### config.mk
export PLATFORM = sky130hd
export DESIGN_NAME = div_ctrl_arb
export DESIGN_NICKNAME = d
export VERILOG_FILES = /design/src/rtl/div_ctrl_arb.sv
export SDC_FILE = /design/constraint.sdc
export NUM_CORES = 1
export LEC_CHECK = 0
export BUFFER_PORTS_ARGS = -buffer_cell sky130_fd_sc_hd__buf_2
export CAP_MARGIN = 20
export CORE_MARGIN = 3
export CORE_UTILIZATION = 57
export DETAILED_ROUTE_END_ITERATION = 10
export GPL_TIMING_DRIVEN = 0
export PLACE_DENSITY_LB_ADDON = 0.3
export SLEW_MARGIN = 10
export SYNTH_ARGS = -nofsm -noshare
export SYNTH_HDL_FRONTEND = slang
export SYNTH_SLANG_ARGS = --single-unit
### constraint.sdc
create_clock -name clk -period 2.9 [get_ports clk]
set_input_delay 0.29 -clock clk [delete_from_list [all_inputs] [get_ports clk]]
set_output_delay 0.29 -clock clk [all_outputs]
set_load 0.02 [all_outputs]
### src/rtl/div_ctrl_arb.sv
// rtl/div_ctrl_arb.sv - two-requester arbiter around an 8/4-bit restoring divider
// Optional round-robin arbitration: DIV_CTRL_ARB_RR_EN (undefined = fixed priority, requester 0 wins).
module div_ctrl_arb (
    input  logic       clk,
    input  logic       rst,
    input  logic [1:0] req_valid,
    output logic [1:0] req_ready,
    input  logic [7:0] a0,
    input  logic [3:0] b0,
    input  logic [7:0] a1,
    input  logic [3:0] b1,
    output logic       rsp_valid,
    input  logic       rsp_ready,
    output logic       rsp_id,
    output logic [3:0] rsp_q,
    output logic [3:0] rsp_r,
    output logic [1:0] rsp_err,
    output logic       busy
);

    typedef enum logic [1:0] {IDLE, RUN, DONE} state_t;

    state_t     state;
    logic [4:0] p;
    logic [3:0] q;
    logic [3:0] b_r;
    logic [2:0] count;
    logic [1:0] err_r;

    logic [1:0] grant;
    logic       gid;
    logic [7:0] a_sel;
    logic [3:0] b_sel;
    logic [4:0] p_shift;
    logic [5:0] trial;
    logic [4:0] p_next;
    logic [3:0] q_next;

`ifdef DIV_CTRL_ARB_RR_EN
    logic last;

    always_comb begin
        grant = req_valid;
        if (req_valid == 2'b11)
            grant = last ? 2'b01 : 2'b10;
    end
`else
    always_comb begin
        grant = req_valid[0] ? 2'b01 : {req_valid[1], 1'b0};
    end
`endif

    assign req_ready = (state == IDLE && !rst) ? grant : 2'b00;
    assign gid       = grant[1];
    assign a_sel     = gid ? a1 : a0;
    assign b_sel     = gid ? b1 : b0;

    // One restoring step: shift in the next dividend bit, keep the trial difference only if it did not borrow.
    always_comb begin
        p_shift = {p[3:0], q[3]};
        trial   = {1'b0, p_shift} - {2'b00, b_r};
        if (!trial[5]) begin
            p_next = trial[4:0];
            q_next = {q[2:0], 1'b1};
        end else begin
            p_next = p_shift;
            q_next = {q[2:0], 1'b0};
        end
    end

    always_ff @(posedge clk) begin
        if (rst) begin
            state     <= IDLE;
            rsp_valid <= 1'b0;
            rsp_id    <= 1'b0;
            rsp_q     <= 4'd0;
            rsp_r     <= 4'd0;
            rsp_err   <= 2'b00;
            busy      <= 1'b0;
            p         <= 5'd0;
            q         <= 4'd0;
            b_r       <= 4'd0;
            count     <= 3'd0;
            err_r     <= 2'b00;
`ifdef DIV_CTRL_ARB_RR_EN
            last      <= 1'b1;
`endif
        end else begin
            case (state)
                IDLE: begin
                    if (|req_ready) begin
                        rsp_id <= gid;
                        b_r    <= b_sel;
                        p      <= {1'b0, a_sel[7:4]};
                        q      <= a_sel[3:0];
                        count  <= 3'd4;
                        if (b_sel == 4'd0)
                            err_r <= 2'b01;
                        else if (a_sel[7:4] >= b_sel)
                            err_r <= 2'b10;
                        else
                            err_r <= 2'b00;
                        busy   <= 1'b1;
                        state  <= RUN;
`ifdef DIV_CTRL_ARB_RR_EN
                        last   <= gid;
`endif
                    end
                end
                RUN: begin
                    // Error cases spend a single RUN cycle so their response lands one edge after accept.
                    if (err_r != 2'b00) begin
                        rsp_q     <= 4'd0;
                        rsp_r     <= 4'd0;
                        rsp_err   <= err_r;
                        rsp_valid <= 1'b1;
                        state     <= DONE;
                    end else begin
                        p     <= p_next;
                        q     <= q_next;
                        count <= count - 3'd1;
                        if (count == 3'd1) begin
                            rsp_q     <= q_next;
                            rsp_r     <= p_next[3:0];
                            rsp_err   <= 2'b00;
                            rsp_valid <= 1'b1;
                            state     <= DONE;
                        end
                    end
                end
                DONE: begin
                    if (rsp_ready) begin
                        rsp_valid <= 1'b0;
                        busy      <= 1'b0;
                        state     <= IDLE;
                    end
                end
                default: state <= IDLE;
            endcase
        end
    end

endmodule

==> After elaboration in Yosys (flattened, before gate mapping) <==
Index checks and enable logic that the tools add are counted.
{ "word_totals": {"regBits": 32, "input_bits": 29, "elab_cells": 72, "output_inout_bits": 15} }
{ "classes": {"reduce_logical": 16, "n_addsub": 2, "eq_ne": 7, "n_lt_le_gt_ge": 1, "n_mux": 34} }
{ "ops": {"columns": ["cell", "count"], "rows": [
  ["$mux W4", 10],
  ["$mux W2", 10],
  ["$pmux W4 S2", 2],
  ["$reduce_and A3 Y1", 4],
  ["$reduce_bool A2 Y1", 5],
  ["$mux W8", 1],
  ["$mux W3", 2],
  ["$pmux W2 S3", 1],
  ["$pmux W3 S2", 1],
  ["$sub A5 B4 Y6", 1],
  ["$mux W1", 5],
  ["$ge A4 B4 Y1", 1],
  ["$logic_not A4 Y1", 1],
  ["$ne A2 B2 Y1 const B", 2],
  ["$pmux W1 S2", 2],
  ["$reduce_and A2 Y1", 2],
  ["$eq A3 B1 Y1 const B", 1],
  ["$ne A3 B3 Y1 const B", 1],
  ["$sub A3 B1 Y3 const B", 1],
  ["$eq A2 B1 Y1 const B", 1],
  ["$eq A2 B2 Y1 const B", 1],
  ["$logic_not A2 Y1", 1],
  ["$ne A2 B1 Y1 const B", 1],
  ["$reduce_or A2 Y1", 1],
  ["2 further kinds", 2]
]} }

==> Logic depth before layout (Yosys ltp) <==
{ "depth": {"ltp_word": 6, "ltp_mapped": 9} }

==> Least setup slack after synthesis <==
Ideal clock, no wire load.
{ "synth_timing": {"kind": "input-to-reg", "startpoint": "input port req_valid[0]", "endpoint": "register err_r[1]", "path_buffers": 2, "cell_stages": 9, "setup_time_ns": 0.117, "slack_ns": 0.912, "t_arrival_ns": 1.871, "required_time_ns": 2.783, "cell_sequence": "nand2b_1 -> buf_2 -> buf_4 -> mux2_1 -> ha_1 -> nand2b_1 -> a21oi_1 -> o21ai_0 -> a32o_1"} }
{ "synth_between": {"elab_chain_cells": 5, "elab_cells_between_ends": 10, "cone_classes": "1 x order compare; 6 x mux; 3 x reduce/logical"} }
{ "synth_rtl": {"columns": ["item", "line", "text"], "rows": [
  ["start, declared", "6", "input logic [1:0] req_valid,"],
  ["$mux W2 (*)", "49", "grant = req_valid[0] ? 2'b01 : {req_valid[1], 1'b0};"],
  ["$mux W4 (*)", "56", "assign b_sel = gid ? b1 : b0;"],
  ["net b_sel[0]", "33", "logic [3:0] b_sel;"],
  ["$ge A4 B4 Y1", "99", "else if (a_sel[7:4] >= b_sel)"],
  ["$mux W2", "99", null],
  ["$mux W2 (*)", "97", "if (b_sel == 4'd0)"],
  ["end signal, assigned", "98", "err_r <= 2'b01;"],
  ["end signal, assigned", "100", "err_r <= 2'b10;"],
  ["end signal, assigned", "102", "err_r <= 2'b00;"],
  ["end, declared", "28", "logic [1:0] err_r;"]
]} }
Mark *: on every way through the listed nets, which the timed path passes. The rest lies on a longest branch.
A chain may end at the register's enable or synchronous reset.

==> Worst setup path in the final report <==
{ "layout_timing": {"startpoint": "register b_r[1]", "endpoint": "register p[1]"} }
{ "layout_between": {"elab_chain_cells": 4} }
{ "layout_rtl": {"columns": ["item", "line", "text"], "rows": [
  ["start, declared", "26", "logic [3:0] b_r;"],
  ["start signal, assigned", "93", "b_r <= b_sel;"],
  ["$sub A5 B4 Y6", "61", "trial = {1'b0, p_shift} - {2'b00, b_r};"],
  ["$mux W4", "62", "if (!trial[5]) begin"],
  ["$mux W4", "112", "if (err_r != 2'b00) begin"],
  ["$pmux W4 S2", "89", "case (state)"],
  ["end signal, assigned", "94", "p <= {1'b0, a_sel[7:4]};"],
  ["end signal, assigned", "119", "p <= p_next;"],
  ["end, declared", "24", "logic [4:0] p;"]
]} }
No other way between the ends. The select of a mux whose other input is x is not followed.

==> results.sh <==
export IMPL_outcome="complete, no violations"
export IMPL_post_cts_setup_buffers=0
export IMPL_max_freq_ghz=0.469
export IMPL_reg2reg_from="b_r[1]"
export IMPL_whs_path_depth=3
export IMPL_synth_area_leaders="dfxtp_1 (36%), ha_1 (7.0%), nand2_1 (4.6%)"
export IMPL_synth_top_cell_area_share=0.360
export IMPL_power_w=0.00120
export IMPL_clockRootBuffer="clkbuf_4"
export IMPL_ys_warn_count=0
export IMPL_io_buffer_count=43
export IMPL_ctsHoldBuffers=0
export IMPL_firstDrtPassIters=4
export IMPL_die_width_um=61.9
export IMPL_r2r_slack_ps=770
export IMPL_yosys_area_top_type="dfxtp_1"
export IMPL_fin_nets=294
export IMPL_cts_tree="done"
export IMPL_cap_violations=0
export IMPL_layout_common_cells="buf_2 (48), dfxtp_1 (32), nand2_1 (22), nor2_1 (18), a21oi_1 (16)"
export IMPL_grt_use_total=0.237
export IMPL_whs_endpoint="state[1]"
export IMPL_period_share=0.735
export IMPL_vias=1696
export IMPL_dp_hpwl_um=3200
export IMPL_synth_adder_area_share=0.0816
export IMPL_p_per_area_nw_per_um2=570
export IMPL_grt_remaining_overflow=0
export IMPL_wl_per_cell_um=14.5
export IMPL_path_max_fanout=5
export IMPL_synth_ff_type="dfxtp_1"
export IMPL_rsz0062_at_grt="false"
export IMPL_routed_wl_um=4140
export IMPL_fp_row_count=19
export IMPL_core_area_um2=2850
export IMPL_arrival_ps=2350
export IMPL_reg2reg_depth=7
export IMPL_ios=44
export IMPL_grt_max_degree=11
export IMPL_clock_sinks=32
export IMPL_final_cells=285
export IMPL_tightest_slew_ps=707
export IMPL_dp_slack_ps=650
export IMPL_avgSynthCellArea_um2=8.72
export IMPL_drc=0
export IMPL_clockBufferDepth=2
export IMPL_synth_edf_count=0
export IMPL_drive_gt1_frac=0.280
export IMPL_synth_top_family_by_area="compound AO/OA/AOI/OAI gates"
export IMPL_gp_congestion=0.822
export IMPL_async_flop_share=0
export IMPL_start_util=0.623
export IMPL_rr_endpoint="p[1]"
export IMPL_synth_compound_area_frac=0.201
export IMPL_synth_area_mux_share=0.0894
export IMPL_synth_area_um2=1780
export IMPL_hold_viol=0
export IMPL_vdd_ir_drop_max_mv=0.409
export IMPL_max_slew_margin=0.524
export IMPL_cts_resized=0
export IMPL_period_minus_slack_ps=2130
export IMPL_dpl_cell_count=278
export IMPL_area_growth_pct=17.9
export IMPL_skew_ps=3.70
export IMPL_cp_end_kind="register"
export IMPL_min_delay_start="rsp_ready"
export IMPL_first_iter_violations=64
export IMPL_synth_xor_area_share=0.00985
export IMPL_insertedDiodeCount=0
export IMPL_synth_distinct_cells=53
export IMPL_critPathKind="reg2reg"
export IMPL_ant_nets=0
export IMPL_postSynthCellCount=204
export IMPL_grt_pass1_wl_um=6580
export IMPL_insertion_delay_ps=320
export IMPL_htree_levels=2
export IMPL_via_per_inst=5.95
export IMPL_crit_path_start_kind="register"
export IMPL_synth_seq_cells=32
export IMPL_cts_buffers_inserted=5
export IMPL_hold_class="in2reg"
export IMPL_die_h_um=61.9
export IMPL_setup_tns_ps=0
export IMPL_yosysSeqAreaShare=0.360
export IMPL_p_leak_nw=0.950
export IMPL_maxSlewViolCount=0
export IMPL_die_area_um2=3830
export IMPL_clk_pin_slew_ps=90
export IMPL_setup_ws_ps=767
export IMPL_synth_simple_gate_area_frac=0.195
export IMPL_required_ps=3120
export IMPL_synth_fp_nets=244
export IMPL_setup_viol=0
export IMPL_grt_pass1_vias=1507
export IMPL_antenna_found_initial=0
export IMPL_final_common_cell="buf_2"
export IMPL_hold_ws_ps=242
## routing by layer
metal,vias to the layer above,GRT usage,share of wire
met5,-,0,0
met4,0,0.0727,0.013
met3,10,0.0496,0.059
met2,54,0.423,0.50
met1,796,0.283,0.43
li1,836,-,-
## registers in the layout (all words and copies together) (netlist names)
register and count:
count 3, rsp_r 4, busy 1, rsp_valid 1, b_r 4, rsp_q 4
q 4, state 2, rsp_id 1, err_r 2, rsp_err 2, p 4
## metrics by stage
stage	instance area (µm²)	util
final	2100	0.735
after global routing	2100	0.735
after CTS	2100	0.735
after detailed placement	2030	0.712
after global placement	2030	0.712
after floorplan	1780	-
## final cells by class
| type | instances | area [µm²] |
|---|---|---|
| multi-input combinational | 150 | 1020 |
| fill | 229 | 756 |
| clock buffer | 7 | 65.1 |
| buffer | 12 | 75.1 |
| inverter | 10 | 37.5 |
| timing repair buffer | 43 | 215 |
| sequential | 32 | 641 |
| tap | 31 | 38.8 |
## worst max-delay path, stage by stage, from the launching register on
cell     delay (ps)
dfxtp_1         350
inv_1            80
ha_1            260
nor2b_1         140
o31a_1          290
nor3_4          270
mux2_1          390
a41o_1          250
## cell usage after synthesis, drive strengths merged (6+ instances only)
cell    n
a21oi  17
buf     8
dfxtp  32
ha     10
inv     9
mux2    7
mux2i   8
nand2  22
nand3   6
nor2   19
nor3    8
o21ai   9
## worst max-delay path by stage
stage	startpoint	end	slack (ps)	cells past startpoint
floorplan	req_valid[0]	err_r[1]	910	9
global placement	req_valid[0]	err_r[1]	660	10
detailed placement	req_valid[0]	err_r[1]	650	10
CTS	b_r[1]	p[1]	760	7
global route	b_r[1]	p[1]	670	7
finish	b_r[1]	p[1]	770	7
## logic make-up after synthesis
kind of cell / after synthesis
AND/OR/NAND/NOR: 70
XOR/XNOR: 2
flip-flops: 32
multiplexers: 15
buffers and inverters: 22
adder cells (fa/ha/maj): 11
AO/OA/AOI/OAI: 52
## where the power goes
part	total (W)	internal, W	switching [W]
sequential	0.000521	0.000484	0.0000363
clock	0.000281	0.000137	0.000143
combinational	0.000395	0.000169	0.000226
total	0.00120	0.000790	0.000406
No activity file was read; power rests on OpenSTA's default activity.
